## src/rtl/game_link_pkg.sv

```systemverilog
// game_link_pkg
// Shared definitions for the inter-board game-state link: sync byte, packet
// byte indices and lengths, scheduler FSM states, flag-byte bit positions,
// the snapshot payload record and its checksum. Used by the TX scheduler
// and intended for reuse by the receive-side deframer.
// No ports (package).
package game_link_pkg;

    localparam logic [7:0] SYNC_BYTE_DEF = 8'hA5;

    // Byte positions within a packet
    localparam logic [3:0] IDX_SYNC  = 4'd0;
    localparam logic [3:0] IDX_XT_HI = 4'd1;
    localparam logic [3:0] IDX_XT_LO = 4'd2;
    localparam logic [3:0] IDX_YT_HI = 4'd3;
    localparam logic [3:0] IDX_YT_LO = 4'd4;
    localparam logic [3:0] IDX_XB_HI = 4'd5;
    localparam logic [3:0] IDX_XB_LO = 4'd6;
    localparam logic [3:0] IDX_YB_HI = 4'd7;
    localparam logic [3:0] IDX_YB_LO = 4'd8;
    localparam logic [3:0] IDX_FLAGS = 4'd9;
    localparam logic [3:0] IDX_HP    = 4'd10;
    localparam logic [3:0] IDX_CKSUM = 4'd11;

    localparam int unsigned PKT_LEN_CKSUM = 12;
    localparam int unsigned PKT_LEN_PLAIN = 11;

    typedef enum logic [1:0] {IDLE, LOAD, SEND, DONE} tx_state_t;

    // Flags byte = {dir_enemy[2:0], dir_tank[1:0], hit, obstacle, 0}
    localparam int unsigned FLAG_OBS_BIT  = 1;
    localparam int unsigned FLAG_HIT_BIT  = 2;
    localparam int unsigned FLAG_DIRT_LSB = 3;
    localparam int unsigned FLAG_DIRE_LSB = 5;

    typedef struct packed {
        logic [9:0] xt;
        logic [9:0] yt;
        logic [9:0] xb;
        logic [9:0] yb;
        logic [7:0] flags;
        logic [7:0] hp;
    } payload_t;

    // XOR of packet bytes 1..10 (sync byte excluded)
    function automatic logic [7:0] payload_cksum(input payload_t p);
        return {6'b0, p.xt[9:8]} ^ p.xt[7:0] ^
               {6'b0, p.yt[9:8]} ^ p.yt[7:0] ^
               {6'b0, p.xb[9:8]} ^ p.xb[7:0] ^
               {6'b0, p.yb[9:8]} ^ p.yb[7:0] ^
               p.flags ^ p.hp;
    endfunction

endpackage

```

## src/rtl/game_tx_byte_mux.sv

```systemverilog
// game_tx_byte_mux
// Combinational selection of one packet byte from the snapshot payload.
// Macro GAME_TX_CKSUM_EN: when defined, index 11 yields the checksum byte.
// Ports:
//   i_payload  snapshot payload record
//   i_idx      packet byte index
//   o_byte     selected byte (0 for indices past the end of the packet)
module game_tx_byte_mux
    import game_link_pkg::*;
#(
    parameter logic [7:0] SYNC_BYTE = SYNC_BYTE_DEF
) (
    input  payload_t   i_payload,
    input  logic [3:0] i_idx,
    output logic [7:0] o_byte
);

    always_comb begin
        o_byte = '0;
        case (i_idx)
            IDX_SYNC:  o_byte = SYNC_BYTE;
            IDX_XT_HI: o_byte = {6'b0, i_payload.xt[9:8]};
            IDX_XT_LO: o_byte = i_payload.xt[7:0];
            IDX_YT_HI: o_byte = {6'b0, i_payload.yt[9:8]};
            IDX_YT_LO: o_byte = i_payload.yt[7:0];
            IDX_XB_HI: o_byte = {6'b0, i_payload.xb[9:8]};
            IDX_XB_LO: o_byte = i_payload.xb[7:0];
            IDX_YB_HI: o_byte = {6'b0, i_payload.yb[9:8]};
            IDX_YB_LO: o_byte = i_payload.yb[7:0];
            IDX_FLAGS: o_byte = i_payload.flags;
            IDX_HP:    o_byte = i_payload.hp;
`ifdef GAME_TX_CKSUM_EN
            IDX_CKSUM: o_byte = payload_cksum(i_payload);
`endif
            default:   o_byte = '0;
        endcase
    end

endmodule

```

## src/rtl/game_state_tx_sched.sv

```systemverilog
// game_state_tx_sched
// Per-frame packetiser/scheduler feeding the UART byte transmitter over a
// valid/ready handshake. Snapshots tank/bullet state on an accepted frame
// tick and streams it as a framed byte packet.
// Macro GAME_TX_CKSUM_EN: when defined, a 12th checksum byte is appended.
// Ports:
//   clk, rst                     clock, synchronous active-high reset
//   frame_tick                   one-cycle pulse per frame
//   xpos_/ypos_tank, _bullet     positions to report (10 bit)
//   direction_enemy/_tank        bullet direction / tank heading
//   tank_hit, obstacle_hit       hit pulses, made sticky until sent
//   hp_enemy                     enemy HP
//   tx_data/tx_valid/tx_ready    byte handshake to UART TX
//   busy                         packet in flight
//   pkt_sent, tx_timeout         completion / abort pulses
//   overrun_cnt                  saturating count of dropped ticks
module game_state_tx_sched
    import game_link_pkg::*;
#(
    parameter logic [7:0]  SYNC_BYTE   = SYNC_BYTE_DEF,
    parameter int unsigned TICK_DIV    = 1,
    parameter int unsigned TIMEOUT_CYC = 65535
) (
    input  logic       clk,
    input  logic       rst,
    input  logic       frame_tick,
    input  logic [9:0] xpos_tank,
    input  logic [9:0] ypos_tank,
    input  logic [9:0] xpos_bullet,
    input  logic [9:0] ypos_bullet,
    input  logic [2:0] direction_enemy,
    input  logic [1:0] direction_tank,
    input  logic       tank_hit,
    input  logic       obstacle_hit,
    input  logic [7:0] hp_enemy,
    output logic [7:0] tx_data,
    output logic       tx_valid,
    input  logic       tx_ready,
    output logic       busy,
    output logic       pkt_sent,
    output logic       tx_timeout,
    output logic [7:0] overrun_cnt
);

`ifdef GAME_TX_CKSUM_EN
    localparam int unsigned PKT_LEN = PKT_LEN_CKSUM;
`else
    localparam int unsigned PKT_LEN = PKT_LEN_PLAIN;
`endif
    localparam logic [3:0]  LAST_IDX  = 4'(PKT_LEN - 1);
    localparam logic [7:0]  DIV_LAST  = 8'(TICK_DIV - 1);
    localparam logic [15:0] WAIT_LAST = 16'(TIMEOUT_CYC - 1);

    tx_state_t   r_state;
    payload_t    r_payload;
    logic [3:0]  r_idx;
    logic [7:0]  r_div;
    logic [15:0] r_wait;
    logic        r_pending;
    logic        r_hit_s;
    logic        r_obs_s;
    logic [7:0]  r_tx_data;
    logic        r_tx_valid;
    logic        r_pkt_sent;
    logic        r_tx_timeout;
    logic [7:0]  r_ovr;

    logic        w_acc_tick;
    logic [3:0]  w_next_idx;
    logic [7:0]  w_next_byte;
    logic [7:0]  w_ovr_inc;
    payload_t    w_snap;

    assign w_acc_tick = frame_tick && (r_div == DIV_LAST);
    assign w_next_idx = r_idx + 4'd1;
    assign w_ovr_inc  = (r_ovr == 8'hFF) ? r_ovr : r_ovr + 8'd1;

    // Snapshot includes hit pulses arriving in the LOAD cycle itself
    always_comb begin
        w_snap       = '0;
        w_snap.xt    = xpos_tank;
        w_snap.yt    = ypos_tank;
        w_snap.xb    = xpos_bullet;
        w_snap.yb    = ypos_bullet;
        w_snap.hp    = hp_enemy;
        w_snap.flags[FLAG_DIRE_LSB +: 3] = direction_enemy;
        w_snap.flags[FLAG_DIRT_LSB +: 2] = direction_tank;
        w_snap.flags[FLAG_HIT_BIT]       = r_hit_s | tank_hit;
        w_snap.flags[FLAG_OBS_BIT]       = r_obs_s | obstacle_hit;
    end

    // tx_data is registered one byte ahead: the mux looks at the next index
    game_tx_byte_mux #(
        .SYNC_BYTE (SYNC_BYTE)
    ) u_mux (
        .i_payload (r_payload),
        .i_idx     (w_next_idx),
        .o_byte    (w_next_byte)
    );

    always_ff @(posedge clk) begin
        if (rst) begin
            r_state      <= IDLE;
            r_payload    <= '0;
            r_idx        <= '0;
            r_div        <= '0;
            r_wait       <= '0;
            r_pending    <= 1'b0;
            r_hit_s      <= 1'b0;
            r_obs_s      <= 1'b0;
            r_tx_data    <= '0;
            r_tx_valid   <= 1'b0;
            r_pkt_sent   <= 1'b0;
            r_tx_timeout <= 1'b0;
            r_ovr        <= '0;
        end else begin
            r_pkt_sent   <= 1'b0;
            r_tx_timeout <= 1'b0;

            if (frame_tick)
                r_div <= w_acc_tick ? '0 : r_div + 8'd1;
            if (tank_hit)
                r_hit_s <= 1'b1;
            if (obstacle_hit)
                r_obs_s <= 1'b1;

            // Accepted tick with a packet already owed is dropped and counted;
            // LOAD handles its own pending update below.
            if (w_acc_tick && r_state != LOAD) begin
                if (r_pending)
                    r_ovr <= w_ovr_inc;
                else if (r_state != IDLE)
                    r_pending <= 1'b1;
            end

            case (r_state)
                IDLE: begin
                    if (w_acc_tick || r_pending)
                        r_state <= LOAD;
                end
                LOAD: begin
                    r_payload  <= w_snap;
                    r_hit_s    <= 1'b0;
                    r_obs_s    <= 1'b0;
                    r_pending  <= w_acc_tick;
                    r_idx      <= '0;
                    r_wait     <= '0;
                    r_tx_data  <= SYNC_BYTE;
                    r_tx_valid <= 1'b1;
                    r_state    <= SEND;
                end
                SEND: begin
                    if (tx_ready) begin
                        r_wait <= '0;
                        if (r_idx == LAST_IDX) begin
                            r_tx_valid <= 1'b0;
                            r_tx_data  <= '0;
                            r_pkt_sent <= 1'b1;
                            r_state    <= DONE;
                        end else begin
                            r_idx     <= w_next_idx;
                            r_tx_data <= w_next_byte;
                        end
                    end else if (r_wait == WAIT_LAST) begin
                        r_wait       <= '0;
                        r_tx_valid   <= 1'b0;
                        r_tx_data    <= '0;
                        r_tx_timeout <= 1'b1;
                        r_state      <= IDLE;
                    end else begin
                        r_wait <= r_wait + 16'd1;
                    end
                end
                DONE: begin
                    r_state <= IDLE;
                end
                default: r_state <= IDLE;
            endcase
        end
    end

    assign tx_data     = r_tx_data;
    assign tx_valid    = r_tx_valid;
    assign busy        = (r_state != IDLE);
    assign pkt_sent    = r_pkt_sent;
    assign tx_timeout  = r_tx_timeout;
    assign overrun_cnt = r_ovr;

endmodule

```

## config.mk

```make
export PLATFORM = sky130hd
export DESIGN_NAME = game_state_tx_sched
export DESIGN_NICKNAME = d
export VERILOG_FILES = /design/src/rtl/game_link_pkg.sv /design/src/rtl/game_tx_byte_mux.sv /design/src/rtl/game_state_tx_sched.sv
export SDC_FILE = /design/constraint.sdc
export NUM_CORES = 1
export LEC_CHECK = 0
export CAP_MARGIN = 10
export CELL_PAD_IN_SITES_DETAIL_PLACEMENT = 1
export CELL_PAD_IN_SITES_GLOBAL_PLACEMENT = 2
export CORE_ASPECT_RATIO = 2
export CORE_UTILIZATION = 30
export DETAILED_ROUTE_END_ITERATION = 7
export GPL_ROUTABILITY_DRIVEN = 0
export PLACE_DENSITY = 0.72
export SYNTH_ARGS = -nofsm -noshare
export SYNTH_HDL_FRONTEND = slang
export SYNTH_SLANG_ARGS = --single-unit
```

## constraint.sdc

```tcl
create_clock -name clk -period 5.7 [get_ports clk]
set_input_delay 1.14 -clock clk [delete_from_list [all_inputs] [get_ports clk]]
set_output_delay 1.14 -clock clk [all_outputs]
set_load 0.02 [all_outputs]
```

Word-level counts from Yosys, hierarchy flattened
Index checks and enable logic that the tools add are counted.
- equality and inequality tests: 22
- reduce and logical (&&, ||, !) cells: 17
- add/sub/neg operators: 4
- muxes and demuxes: 27
- bitwise gates (word level): 5
- operators with widths (kind ; number):
    one-hot mux 8 bit (11 select lines) ; 1
    two-way mux 16 bit ; 2
    two-way mux 8 bit ; 4
    one-hot mux 16 bit (2 select lines) ; 1
    adder 16 x 1 -> 16 bit, second input constant ; 1
    adder 8 x 1 -> 8 bit, second input constant ; 2
    equality test 16 bit, second input constant ; 1
    equality test 4 x 3 -> 1 bit, second input constant ; 4
    equality test 4 bit, second input constant ; 4
    one-hot mux 8 bit (2 select lines) ; 1
    AND reduction 3 bit ; 4
    two-way mux 1 bit ; 9
    equality test 4 x 2 -> 1 bit, second input constant ; 2
    equality test 8 bit, second input constant ; 1
    zero test 8 bit ; 1
    two-way mux 2 bit ; 4
    two-way mux 4 bit ; 2
    one-hot mux 2 bit (4 select lines) ; 1
    one-hot mux 4 bit (2 select lines) ; 1
    != test 2 bit, second input constant ; 3
    != test 3 bit, second input constant ; 2
    nonzero test 2 bit ; 3
    OR reduction 3 bit ; 2
    adder 4 x 1 -> 4 bit, second input constant ; 1
    other kinds (13) ; 18
- bits of input ports: 59
- register bits: 107
- output and inout port bits: 20

Logic depth before layout (Yosys ltp)
Gate-level depths: netlist of the first run.
- depth after elaboration: 6
- depth in mapped cells: 9

Cells and area by module
From an unflattened synthesis of the first run, not the netlist that was laid out.
- cell total of the unflattened synthesis: 553
- area, all modules: 5062.4 µm²
- by module, submodules not included (module ; cells an instance ; area each (µm²) ; times used):
    game_state_tx_sched ; 465 ; 4438.0 ; 1
    game_tx_byte_mux ; 88 ; 624.3 ; 1

Worst setup path before layout of the first run
OpenSTA, ideal clock, no wires.
- path kind: input port to flip-flop
- start point: input port frame_tick
- end point: register r_ovr[3], in the netlist overrun_cnt[3]
- stages: 4
- library setup time: 0.071 ns
- path buffers: 0
- path slack: 3.290 ns
- data arrival time: 2.340 ns
- data required time: 5.629 ns
- cells stage by stage: nor4b_2 o2111ai_1 or3_1 a21oi_1
- cells in the longest elaborated chain, start to end: 3
- ends and longest elaborated chain (element ; RTL line ; text):
    start: declaration ; game_state_tx_sched.sv:26 ; input logic frame_tick,
    logical AND 1 bit ; game_state_tx_sched.sv:74 ; assign w_acc_tick = frame_tick && (r_div == DIV_LAST);
    logical AND 1 bit ; game_state_tx_sched.sv:129 ; if (w_acc_tick && r_state != LOAD) begin
    AND reduction 3 bit (no source line) ; - ;
    end signal: assignment ; game_state_tx_sched.sv:131 ; r_ovr <= w_ovr_inc;
    end: declaration ; game_state_tx_sched.sv:66 ; logic [7:0] r_ovr;
No other way between the ends.
A chain may end at the register's enable or synchronous reset.

Worst setup path after layout of the first run
- start point: register r_idx[1]
- end point: register r_tx_data[7], in the netlist tx_data[7]
- cells in the longest elaborated chain, start to end: 6
- ends and longest elaborated chain (element ; RTL line ; text):
    start: declaration ; game_state_tx_sched.sv:56 ; logic [3:0] r_idx;
    start signal: assignment ; game_state_tx_sched.sv:161 ; r_idx <= w_next_idx;
    adder 4 x 1 -> 4 bit ; game_state_tx_sched.sv:75 ; assign w_next_idx = r_idx + 4'd1;
    equality test 4 bit, or another cell as far along ; game_tx_byte_mux.sv:20 ; case (i_idx)
    one-hot mux 8 bit (11 select lines) ; game_tx_byte_mux.sv:20 ;
    two-way mux 8 bit * ; game_state_tx_sched.sv:155 ; if (r_idx == LAST_IDX) begin
    two-way mux 8 bit * ; game_state_tx_sched.sv:153 ; if (tx_ready) begin
    one-hot mux 8 bit (2 select lines) * ; game_state_tx_sched.sv:136 ; case (r_state)
    end signal: assignment ; game_state_tx_sched.sv:162 ; r_tx_data <= w_next_byte;
    end: declaration ; game_state_tx_sched.sv:62 ; logic [7:0] r_tx_data;
Every way passes the cells marked *; elsewhere a longest branch is shown, timed or not.

==> results of run 1 <==
==> cell usage after synthesis (11+ instances only) <==
master	count
a21oi_1	18
nand2_1	30
nand3_1	13
a22oi_1	11
xor2_1	17
inv_1	19
mux2i_1	58
xnor2_1	11
nor3_1	11
nor2_1	105
dfxtp_1	107
ha_1	15
clkbuf_1	19
==> registers in the layout (all words and copies together) (netlist names), 2 cells and up <==
name and cells:
r_wait 16, r_state 2, r_div 8, overrun_cnt 8
r_payload 55, r_idx 4, tx_data 8
==> through the flow <==
step / power, mW / setup WS [ns] / instance area [µm²] / utilization
2_1_floorplan: 1.489 / 3.290 / 5162 / -
3_3_place_gp: 1.730 / 2.408 / 6087 / 0.3631
5_1_grt: 2.461 / 2.384 / 6364 / 0.3796
3_5_place_dp: 1.754 / 2.343 / 6087 / 0.3631
4_1_cts: 2.358 / 2.640 / 6364 / 0.3796
6_report: 2.322 / 2.642 / 6364 / 0.3796
==> worst register-to-register path, stage by stage (launching register included) <==
cell	delay, ns
dfxtp_1	0.50
ha_1	0.90
nand2_1	0.32
o31ai_4	0.41
a211oi_1	0.09
or4_1	0.52
a211oi_1	0.23
==> kinds of logic after synthesis <==
group | after synthesis | synth area share
xor+xnor | 28 | 0.04750
mux | 65 | 0.1277
buf+inv | 51 | 0.03975
compound gates | 94 | 0.1382
flops | 107 | 0.4149
fa+ha+maj | 15 | 0.03635
simple gates | 212 | 0.1956
==> layout make-up <==
class	instances	area [µm²]
inverters	20	75.07
clock buffers	10	239.0
flip-flops and latches	107	2142
fillers	1999	10400
clock inverters	5	37.54
multi-input cells	414	2828
repair buffers	79	783.3
well taps	207	259.0
==> per-layer routing <==
metal  wire length, µm  GRT usage  vias up
li1                  -          -     2141
met1              5780     0.1812     2196
met2              8532     0.3412       64
met3               276    0.02514       28
met4               721     0.1002        0
met5                 0          0        -
==> report_power, final <==
group / internal (mW) / switching (mW)
logic: 0.341 / 0.396
registers: 0.877 / 0.108
clock network: 0.308 / 0.292
==> final timing paths <==
check | startpoint | endpoint | slack [ns]
hold reg to reg | r_payload[21] | r_payload[21] | 0.50
hold / removal | r_payload[21] | r_payload[21] | 0.50
setup reg to reg | r_idx[1] | tx_data[7] | 2.64
setup / recovery | r_idx[1] | tx_data[7] | 2.64
==> results.toml, run 1 <==
[outcome]
status = "complete, no violations"

[synth]
synth_cell_types = 65
synth_area_per_cell_um2 = 9.025
syn-cell-area_mm2 = 0.005162
synthArstFlopShare = 0
synth_top_area_cell = "dfxtp_1"
synth_edf_count = 0
synth_ff_type = "dfxtp_1"
ys_seq_area_frac = 0.4149
ys_ff_latch = 107
synth_fp_nets = 646
synthCells = 572
ys_top_cells_by_area = "dfxtp_1, mux2i_1, nor2_1"
yosys.area.top_type_share = 0.4149
yosys_warnings = 0

[sta]
finClkSkew_ns = 0.008471
period_share = 0.5365
min_period_ns = 3.058
worstMarginPinSlew_ns = 1.062
slew_headroom = 0.2918
hold_slack_ns = 0.4964
slew_viol_final = 0
setup_tns_ns = 0
rsz0062_at_grt = "false"
setup_viol = 0
finalHoldViolCount = 0
max_clock_freq_ghz = 0.3270

[route]
firstDrtPassIters = 4
dr_total_vias = 4429
ant_nets = 0
routedWlPerCell_um = 18.19
route.detailed.drc = 0
routed_wl_um = 15310
routed_via_density = 5.260
drtIter0Drc = 156

[power_and_ir_drop]
p_leak_nw = 2.226
power.density_mw_per_mm2 = 364.9
ir_drop_v = 0.0001972

[flow_run]
maxCapViolations = 0

[layout]
fin_cells = 842
syn_to_final_growth_pct = 23.27
final_cell_mix = "dfxtp_1, nor2_1, clkdlybuf4s50_1"
mostFrequentLayoutCell = "dfxtp_1"
antenna_cells = 0
fin_nets = 705
drive_above_1_share = 0.04882

[floorplanning]
die_x_um = 94.76
pin_count = 79
die_h_um = 187.5
die_area_mm2 = 0.01777
start_util = 0.3079
row_count = 67
coreArea_mm2 = 0.01677

[clock_network]
clock_latency_ns = 0.35
post_cts.repair.setup_buffers = 0
clk_pin_slew_ns = 0.07
clockRootBuffer = "clkbuf_16"
cts_tree = "done"
cts-resized-gates = 0
cts_hold_buf = 0
numCtsBuffers = 9
cts_buffer_depth = 2
h-tree-depth = 3
cts_sinks = 107

[worst_setup_path]
cp.depth = 6
cpMostUsedCell = "a211oi_1"
critical_path_class = "reg2reg"
cp-end-kind = "register"
cpPeakStageDelay_ns = 0.90
worstPathRequired_ns = 5.96
critical_path.top_delay_family = "adder cells"
crit_slowest_cell = "ha_1"
reg2reg_depth = 6
crit_arrival_ns = 3.32
critPathBufInv = 0
worst_setup_path_start_kind = "register"
crit_chain = "ha_1 -> nand2_1 -> o31ai_4 -> a211oi_1 -> or4_1 -> a211oi_1"
critical_path_peak_fanout = 26

[global_route]
grt_pass1_wl_um = 24500
grt_max_degree = 63
grt.overflow.total = 0
antenna_found_initial = 0
gr-usage-all-layers = 0.1807
grt_pass1_vias = 4735

[place]
placedCellCount = 827
port_buffers = 78
dp_hpwl_um = 11530

[min_path]
hp-class = "reg2reg"
hold_path_depth = 2
(Power assumes the default switching activity.)
==> inputs of run 2 (changes only) <==
==> constraint.sdc (replaced) <==
create_clock -name clk -period 3.05 [get_ports clk]
set_input_delay 0.61 -clock clk [delete_from_list [all_inputs] [get_ports clk]]
set_output_delay 0.61 -clock clk [all_outputs]
set_load 0.02 [all_outputs]
==> run 2 against run 1 <==
Sequential power is 87% higher. First-iteration DRC count is 17% lower. Die area stayed put. Count of clock-buffer cells in the layout is 1 lower. Non-clock buffer count is 8 higher. Sequential share of layout area is 0.63 points lower. Combinational power is 89% higher. Via count is 0.25% lower. Critical path depth is 1 higher. Register-to-register slack worse by 2.4 ns. Clock skew is 0.0024 ns higher. Largest power group unchanged.
==> results.toml, run 2 (synthesis results as in run 1) <==
[clock_network]
clk_pin_slew_ns = 0.08
h-tree-depth = 3
cts_tree = "done"
cts_buffer_depth = 2
clockRootBuffer = "clkbuf_16"
numCtsBuffers = 9
cts_sinks = 107
clock_latency_ns = 0.35

[global_route]
gr-usage-all-layers = 0.1812
grt_pass1_wl_um = 24630
grt_max_degree = 43
grt_pass1_vias = 4678
grt.overflow.total = 0
antenna_found_initial = 0

[power_and_ir_drop]
comb_power_share = 0.308
p_leak_nw = 2.295
power.density_mw_per_mm2 = 699.1
power_mw = 4.534
seqPwrFrac = 0.406
p_switching_mw = 1.516
clkPwrFrac = 0.287
power_switching_share = 0.3344
p_int_mw = 3.018
ir_drop_v = 0.0003867

[place]
dp_hpwl_um = 11750
port_buffers = 78
pre_cts_slack_ns = -0.002226

[floorplanning]
row_count = 67
pin_count = 79
die_x_um = 94.76
die_h_um = 187.5
coreArea_mm2 = 0.01677
die_area_mm2 = 0.01777
start_util = 0.3079

[route]
routed_via_density = 5.192
dr_total_vias = 4418
route.detailed.drc = 0
drtIter0Drc = 130
ant_nets = 0
firstDrtPassIters = 4
routedWlPerCell_um = 17.77
routed_wl_um = 15130

[sta]
slew_headroom = 0.4791
finalHoldViolCount = 0
period_share = 0.9339
setup_tns_ns = 0
layout_setup_ws_ns = 0.2016
min_period_ns = 2.848
setup_viol = 0
slew_viol_final = 0
rsz0062_at_grt = "false"
worstMarginPinSlew_ns = 0.7806
finClkSkew_ns = 0.01089
hold_slack_ns = 0.4965
max_clock_freq_ghz = 0.3511

[layout]
largest_reg_flops = 55
antenna_cells = 0
top_regs = "r_payload x55, r_wait x16"
fin_nets = 713
n_fill_cell = 1975
syn_to_final_growth_pct = 25.62
ff_latch_area_mm2 = 0.002142
top_register = "r_payload"
mostFrequentLayoutCell = "dfxtp_1"
drive_above_1_share = 0.06366
final_cell_mix = "dfxtp_1, nor2_1, clkdlybuf4s50_1"
multi_input_area_mm2 = 0.002834

[worst_setup_path]
critical_path_peak_fanout = 16
critical_path_class = "reg2reg"
worstPathRequired_ns = 3.28
worst_setup_path_start_kind = "register"
cp-end-kind = "register"
crit_arrival_ns = 3.08

[outcome]
status = "complete, no violations"

[flow_run]
maxCapViolations = 0

[min_path]
hp-class = "reg2reg"
[run 2: repair_timing]
item / CTS / global route
buffers inserted: 0 / 0
hold buffers: 0 / 0
setup endpoints to repair: 1 / 0
gates resized for setup: 1 / 0
[run 2: path summary, 6_finish.rpt]
| kind | from | endpoint | slack, ns | cells after the start |
|---|---|---|---|---|
| worst min register to register | tx_valid | tx_valid | 0.50 | 2 |
| worst max register to register | r_idx[0] | tx_data[1] | 0.20 | 7 |
| worst min-delay path | tx_valid | tx_valid | 0.50 | 2 |
| worst max-delay path | r_idx[0] | tx_data[1] | 0.20 | 7 |
[run 2: area by class of cell]
class,instances,share of cell area
tap,207,0.03994
timing repair buffer,87,0.1300
clock buffer,9,0.03473
inverter,20,0.01158
sequential,107,0.3303
clock inverter,7,0.01640
multi-input combinational,414,0.4370
[run 2: layer usage]
metal  routed length [µm]  track usage  part of all wire  vias to the layer above
met3                  366      0.03041             0.024                       30
met1                 5600       0.1870              0.37                     2152
li1                     -            -                 -                     2169
met4                  630      0.08625             0.042                        0
met5                    0            0                 0                        -
met2                 8528       0.3398              0.56                       67
[run 2: per-stage QoR]
stage	util	cells	cell area, µm²
finish	0.3868	851	6485
global route	0.3868	851	6485
CTS	0.3868	851	6485
detailed placement	0.3666	835	6147
global placement	0.3666	835	6147
floorplan	-	572	5162
[run 2: power groups by stage]
stage	clock [mW]	combinational (mW)	sequential, mW
6_report	1.30	1.39	1.84
5_1_grt	1.41	1.55	1.87
2_1_floorplan	0	0.970	1.81
4_1_cts	1.35	1.42	1.85
3_3_place_gp	0	1.39	1.87
3_5_place_dp	0	1.42	1.88
[run 2: worst max-delay path, stage by stage (launching register included)]
cell	delay (ns)
dfxtp_1	0.50
ha_1	0.61
buf_4	0.30
mux2_1	0.34
a222oi_1	0.26
o221ai_1	0.21
nor4_2	0.36
o2bb2ai_1	0.13
